File: config.mk
export PLATFORM = sky130hd
export DESIGN_NAME = input_jpg_flat
export DESIGN_NICKNAME = d
export VERILOG_FILES = /design/src/rtl/input_jpg_pkg.sv /design/src/rtl/input_jpg_if.sv /design/src/rtl/input_jpg.sv /design/src/flat_wrapper.sv
export SDC_FILE = /design/constraint.sdc
export NUM_CORES = 1
export LEC_CHECK = 0
export CAP_MARGIN = 20
export CORE_ASPECT_RATIO = 0.8
export CORE_UTILIZATION = 48
export DETAILED_ROUTE_END_ITERATION = 10
export PLACE_DENSITY = 0.8
export REMOVE_ABC_BUFFERS = 1
export SYNTH_ARGS = -nofsm -noshare
export SYNTH_HDL_FRONTEND = slang
export SYNTH_SLANG_ARGS = --single-unit
File: constraint.sdc
create_clock -name iCLK -period 2.45 [get_ports iCLK]
set_input_delay 0.735 -clock iCLK [delete_from_list [all_inputs] [get_ports iCLK]]
set_output_delay 0.735 -clock iCLK [all_outputs]
set_load 0.01 [all_outputs]
File: src/rtl/input_jpg_pkg.sv
// input_jpg_pkg: frame geometry, pixel/address widths and the STATUS encodings
// shared by the frame load and frame read-out blocks.
package input_jpg_pkg;
  localparam int IMG_W = 300;
  localparam int IMG_H = 210;
  localparam int FRAME_PIX = IMG_W * IMG_H;
  localparam int DATA_W = 24;
  localparam int ADDR_W = 16;
  typedef enum logic [1:0] {
    IDLE = 2'd0,
    LOAD = 2'd1,
    DONE = 2'd2
  } status_t;
endpackage

File: src/rtl/input_jpg_if.sv
// input_jpg_if: sequencer handshake, incoming pixel stream and RAM port A write bus.
interface input_jpg_if;
  import input_jpg_pkg::*;
  logic ena;
  logic done;
  logic iDVAL;
  logic iSOF;
  logic [DATA_W-1:0] iDATA;
  logic wrenA;
  logic [ADDR_W-1:0] iAddrA;
  logic [DATA_W-1:0] iDataA;
  logic oBUSY;
  logic oERR;
  modport master (
    output ena, iDVAL, iSOF, iDATA,
    input done, wrenA, iAddrA, iDataA, oBUSY, oERR
  );
  modport slave (
    input ena, iDVAL, iSOF, iDATA,
    output done, wrenA, iAddrA, iDataA, oBUSY, oERR
  );
endinterface

File: src/rtl/input_jpg.sv
// input_jpg: writes one raster frame of valid-qualified RGB pixels into image RAM port A,
// started by ena and finished with a one-cycle done pulse.
module input_jpg #(
  parameter int IMG_W = 300,
  parameter int IMG_H = 210
) (
  input logic iCLK,
  input logic iRST_N,
  input_jpg_if.slave bus
);
  import input_jpg_pkg::*;
  localparam int FRAME_PIX = IMG_W * IMG_H;
  status_t status;
  logic [ADDR_W-1:0] pixCnt;
  logic start, accept, lastPix, stray;
  assign start = status == IDLE && bus.ena;
  assign accept = status == LOAD && bus.iDVAL;
  // a resync on the final count wins, so the frame keeps going
  assign lastPix = accept && !bus.iSOF && pixCnt == ADDR_W'(FRAME_PIX - 1);
  assign stray = status != LOAD && bus.iDVAL;
  assign bus.oBUSY = status == LOAD;
  assign bus.done = status == DONE;
  always_ff @(posedge iCLK or negedge iRST_N)
    if (!iRST_N) begin
      status <= IDLE;
      pixCnt <= '0;
      bus.wrenA <= 1'b0;
      bus.iAddrA <= '0;
      bus.iDataA <= '0;
      bus.oERR <= 1'b0;
    end else begin
      bus.wrenA <= accept;
      if (accept) begin
        bus.iAddrA <= bus.iSOF ? '0 : pixCnt;
        bus.iDataA <= bus.iDATA;
        pixCnt <= bus.iSOF ? ADDR_W'(1) : lastPix ? '0 : pixCnt + 1'b1;
      end
      if (start) begin
        pixCnt <= '0;
        bus.oERR <= 1'b0;
      end else if (stray) bus.oERR <= 1'b1;
      status <= start ? LOAD : lastPix ? DONE : status == LOAD ? LOAD : IDLE;
    end
endmodule

File: src/flat_wrapper.sv
// flat-port wrapper written by rule: the top's interface ports become plain ports
module input_jpg_flat import input_jpg_pkg::*;
#(
  parameter int IMG_W = 300,
  parameter int IMG_H = 210
)
  (iCLK, iRST_N, bus_ena, bus_iDVAL, bus_iSOF, bus_iDATA, bus_done, bus_wrenA, bus_iAddrA, bus_iDataA, bus_oBUSY, bus_oERR);
  input_jpg_if bus_i ();
  input logic iCLK;
  input logic iRST_N;
  input wire logic [$bits(bus_i.ena)-1:0] bus_ena;
  input wire logic [$bits(bus_i.iDVAL)-1:0] bus_iDVAL;
  input wire logic [$bits(bus_i.iSOF)-1:0] bus_iSOF;
  input wire logic [$bits(bus_i.iDATA)-1:0] bus_iDATA;
  output wire logic [$bits(bus_i.done)-1:0] bus_done;
  output wire logic [$bits(bus_i.wrenA)-1:0] bus_wrenA;
  output wire logic [$bits(bus_i.iAddrA)-1:0] bus_iAddrA;
  output wire logic [$bits(bus_i.iDataA)-1:0] bus_iDataA;
  output wire logic [$bits(bus_i.oBUSY)-1:0] bus_oBUSY;
  output wire logic [$bits(bus_i.oERR)-1:0] bus_oERR;
  assign bus_i.ena = bus_ena;
  assign bus_i.iDVAL = bus_iDVAL;
  assign bus_i.iSOF = bus_iSOF;
  assign bus_i.iDATA = bus_iDATA;
  assign bus_done = bus_i.done;
  assign bus_wrenA = bus_i.wrenA;
  assign bus_iAddrA = bus_i.iAddrA;
  assign bus_iDataA = bus_i.iDataA;
  assign bus_oBUSY = bus_i.oBUSY;
  assign bus_oERR = bus_i.oERR;
  input_jpg #(.IMG_W(IMG_W), .IMG_H(IMG_H)) u_core (.iCLK(iCLK), .iRST_N(iRST_N), .bus(bus_i));
endmodule
Yosys cells after proc, flatten, opt, wreduce, memory -nomap -nowiden. Cells that the tools add are included.

Output and inout port bits: 44. Input bits: 29. Bits in latches: 0. Register bits: 60. Memory bits (read-only): 0. Bits in writable memories: 0. Memories: 0. Logic and storage cells: 30.

Reduce and logical (&&, ||, !) cells: 9. Multipliers: 0. $lt $le $gt $ge: 0. Shift operators: 0. Equal/unequal tests: 4. Mux-type cells: 10. Bitwise operators: 0. Add/sub/neg operators: 1. Divide/modulo/power cells: 0.

Operator list (count): $mux W16 (5); $add A16 B1 Y16 const B (1); $eq A16 B16 Y1 const B (1); $logic_and A1 B1 Y1 (5); $mux W2 (2); $reduce_bool A2 Y1 (2); $mux W1 (3); $eq A2 B1 Y1 const B (1); $eq A2 B2 Y1 const B (1); $logic_not A2 Y1 (1); $ne A2 B1 Y1 const B (1); $logic_not A1 Y1 (1).

Depth between registers and ports, before layout.
Depth in word-level cells: 8. Depth in mapped cells: 7. Depth with buffers taken out: 6.

Least setup slack after synthesis. Ideal clock, no wire load.

Path type: input port to flip-flop. Start point: input bus_iDVAL. End point: register u_core.pixCnt[12]. Required time: 2368 ps. Path buffers: 2. Setup time: 82 ps. Arrival: 1809 ps. Setup slack: 559 ps. Cell stages on the path: 7. Cell sequence: nand2_1 or2_1 buf_4 nor3_4 buf_6 o21ai_1 a31oi_1.

Longest elaborated chain between the ends: 7. Elaborated cells on any way between the ends: 8. Those cells by class: 4 x mux; 4 x reduce/logical.

RTL lines: from (decl) (line flat_wrapper.sv:12) `input wire logic [$bits(bus_i.iDVAL)-1:0] bus_iDVAL;`; $logic_and A1 B1 Y1 (*) (line input_jpg.sv:17) `assign accept = status == LOAD && bus.iDVAL;`; $logic_and A1 B1 Y1 (2 in a row) (line input_jpg.sv:19) `assign lastPix = accept && !bus.iSOF && pixCnt == ADDR_W'(FRAME_PIX - 1);`; $mux W16 (2 in a row) (line input_jpg.sv:36) `pixCnt <= bus.iSOF ? ADDR_W'(1) : lastPix ? '0 : pixCnt + 1'b1;`; $mux W16 (line input_jpg.sv:33) `if (accept) begin`; $mux W16 (line input_jpg.sv:38) `if (start) begin`; to (signal assigned) (line input_jpg.sv:36); to (decl) (line input_jpg.sv:14) `logic [ADDR_W-1:0] pixCnt;`.

Mark *: on every way between the ends. The rest lies on a longest branch, timed or not. The select of a mux whose other input is x is not followed. A chain may end at the register's enable or synchronous reset.

Worst setup path after layout.
Start point: register u_core.status[1]. End point: output bus_done.

Longest elaborated chain between the ends: 1.

RTL lines: from (decl) (line input_jpg.sv:13) `status_t status;`; from (signal assigned) (line input_jpg.sv:42) `status <= start ? LOAD : lastPix ? DONE : status == LOAD ? LOAD : IDLE;`; $eq A2 B2 Y1 (line input_jpg.sv:22) `assign bus.done = status == DONE;`; to (decl) (line flat_wrapper.sv:15) `output wire logic [$bits(bus_i.done)-1:0] bus_done;`.

Every way passes these cells.

==> impl_metrics.toml <==
[detailed_routing]
vias = 2238
antenna_left = 0
first_iter_violations = 149
drt_pass1_iterations = 4
routed_wl_um = 6205
wl_per_cell_um = 14.46
drcViolationCount = 0
post_drt_via_cell_ratio = 5.217

[global_route]
track_usage_pct = 22.54
grt_pass1_wl_um = 9818
grt_max_degree = 41
antenna_found_initial = 0
grt_pass1_vias = 2082
grt_overflow = 0

[synth]
synth.top_cell.area_share_pct = 56.42
ys_warn_count = 0
avgSynthCellArea_um2 = 9.338
synth_area_um2 = 2661
synthCells = 285
ys.flop_type = "dfrtp_1"
async_reset_ff_share_pct = 100.0
ys_top_cells_by_area = "dfrtp_1 56%, nand2_1 14%, nand2b_1 4.0%"
synth_edf_count = 0
post-synth-top-area-cell = "dfrtp_1"
ys_types = 42
ys_ff_latch = 60
ys_seq_area_share_pct = 56.42

[sta]
min_period_over_period_pct = 89.41
final.setup.tns_ns = 0
layout_setup_ws_ns = 0.2595
fin_crit_ns = 2.191
rsz0062_at_grt = "no"
slew_violations = 0
setup_violations = 0
max_freq_mhz = 456.5
fin_skew_ns = 0.005739
slew_headroom_pct = 67.32
worst_pin_slew_ns = 0.4902
hold_viol_final = 0

[finish]
drive_gt1_share_pct = 8.719
final_nets = 392
nFillCells = 399
multi_input_area_um2 = 1069
final_design_area_no_fill_um2 = 3692
num_antenna_cells = 0
area_growth_pct = 38.74
regArea_um2 = 1501

[worst_setup_path]
r2r-end = "u_core.pixCnt[3]"
required_ns = 1.71
crit_fanout = 7
worstSetupPathType = "flop to output port"
cp.arrival_ns = 1.46
endpoint_kind = "output port"
ff2ff_setup_slack_ns = 0.46
r2r_start = "u_core.pixCnt[11]"
reg2reg_depth = 6
cp-start-kind = "flop"

[clock_network]
cts_root_buffer = "clkbuf_8"
numClockSinks = 60
cts_made_buffers = 9
clock_latency_ns = 0.34
ctsHoldBuffers = 0
cts_tree = "yes"
clk_path_buf_depth = 2
postCtsResizedCells = 0
post_cts_buffers = 0
cts_max_level = 3
clk_pin_slew_worst_paths_ns = 0.06

[placed_design]
placed_cell_area_um2 = 3476
place_ws_ns = -0.01138
gp_congestion = 0.8934
io_buffer_count = 72
dp_hpwl_um = 4320

[floorplan]
initial_core_util_pct = 51.38
die_h_um = 68.60
die_w_um = 85.25
dieArea_um2 = 5848
rows = 23
ioPinCount = 73
core-area_um2 = 5180

[min_path]
hold_class = "input port to async pin"

[power]
power.leakage_nw = 1.647
vdd_drop_max_v = 0.0003813
powerDensity_nw_per_um2 = 661.1

[flow_run]
maxCapViolations = 0

[status]
status = "complete, no violations"
state kept, by name, indices dropped and copies added, names as in the netlist:
register,count
u_core.bus.iAddrA,16
u_core.bus.iDataA,24
u_core.bus.oERR,1
u_core.bus.wrenA,1
u_core.pixCnt,16
u_core.status,2
critical path, stage by stage, from the launching register on:
cell	delay [ns]
dfrtp_1	0.43
nor2b_1	0.16
clkdlybuf4s50_1	0.53
how the worst max path moves through the flow:
stage,start,endpoint,slack (ns),cells past startpoint
after floorplan,bus_iDVAL,u_core.pixCnt[0],-0.82,5
after global placement,bus_iDVAL,u_core.pixCnt[0],0.06,8
after detailed placement,bus_iDVAL,u_core.pixCnt[0],-0.01,8
after CTS,u_core.status[1],bus_done,0.23,2
after global routing,u_core.status[1],bus_done,0.18,2
final,u_core.status[1],bus_done,0.26,2
layout make-up:
class	instances	area share [%]
sequential	60	40.66
multi-input combinational	208	28.94
timing repair buffer	81	22.23
clock buffer	11	3.829
tap	62	2.101
clock inverter	5	2.033
inverter	2	0.2033
Yosys cell counts (4+ instances only):
cell	n
nand2_1	99
dfrtp_1	60
nand2b_1	17
o21ai_0	16
a31oi_1	12
a21oi_1	10
clkbuf_1	7
nand3_1	7
nor2_1	7
o21ai_1	4
through the flow:
step	instances	util, %	power, mW	hold WS (ns)
global route	429	71.28	2.559	0.3758
finish	429	71.28	2.441	0.3564
CTS	429	71.28	2.472	0.3535
floorplan	270	-	1.267	0.4394
global placement	413	67.10	1.486	0.4573
detailed placement	413	67.10	1.502	0.4607
where the power goes:
part | switching (mW) | internal (mW)
Clock | 0.364 | 0.595
Combinational | 0.161 | 0.191
Sequential | 0.0687 | 1.06
Total | 0.594 | 1.85
cell usage in the layout, fill, tap and decap left out, types with 2 or more instances in the layout:
master           Yosys  layout
dfrtp_1             60      60
or2b_1               2       2
clkdlybuf4s50_1      0      71
buf_12               0       3
nand2b_1            17      17
clkinv_2             0       3
buf_4                3       6
nand3_1              7       7
clkbuf_8             0      10
nor2b_1              2       2
nor3_1               3       3
o21ai_0             16      16
nor2_1               7       7
bufinv_16            0       2
and3_1               2       2
o31ai_1              2       2
o21ai_1              4       4
nand4_1              3       3
a31oi_1             12      12
a21oi_1             10      10
a22o_1               3       3
nand2_1             99      99
routing by layer:
metal,up-vias,wire length (um),GRT usage (%)
met1,1052,2723,28.20
met5,-,0,0
met3,9,362,8.214
met4,0,81,9.792
met2,67,3038,35.89
li1,1110,-,-
logic make-up (layout without fill, tap and decap cells):
family                     Yosys count  in the layout  synth area share (%)
and+or+nand+nor                    153            153                 27.41
DFF                                 60             60                 56.42
AOI/OAI and AO/OA                   51             51                 11.24
buffers and inverters               17             99                 3.432
xor gates and xnor gates             2              2                0.6583
adders and majority gates            1              1                0.4701
muxes                                1              1                0.3761
No activity file was read; power rests on OpenSTA's default activity.
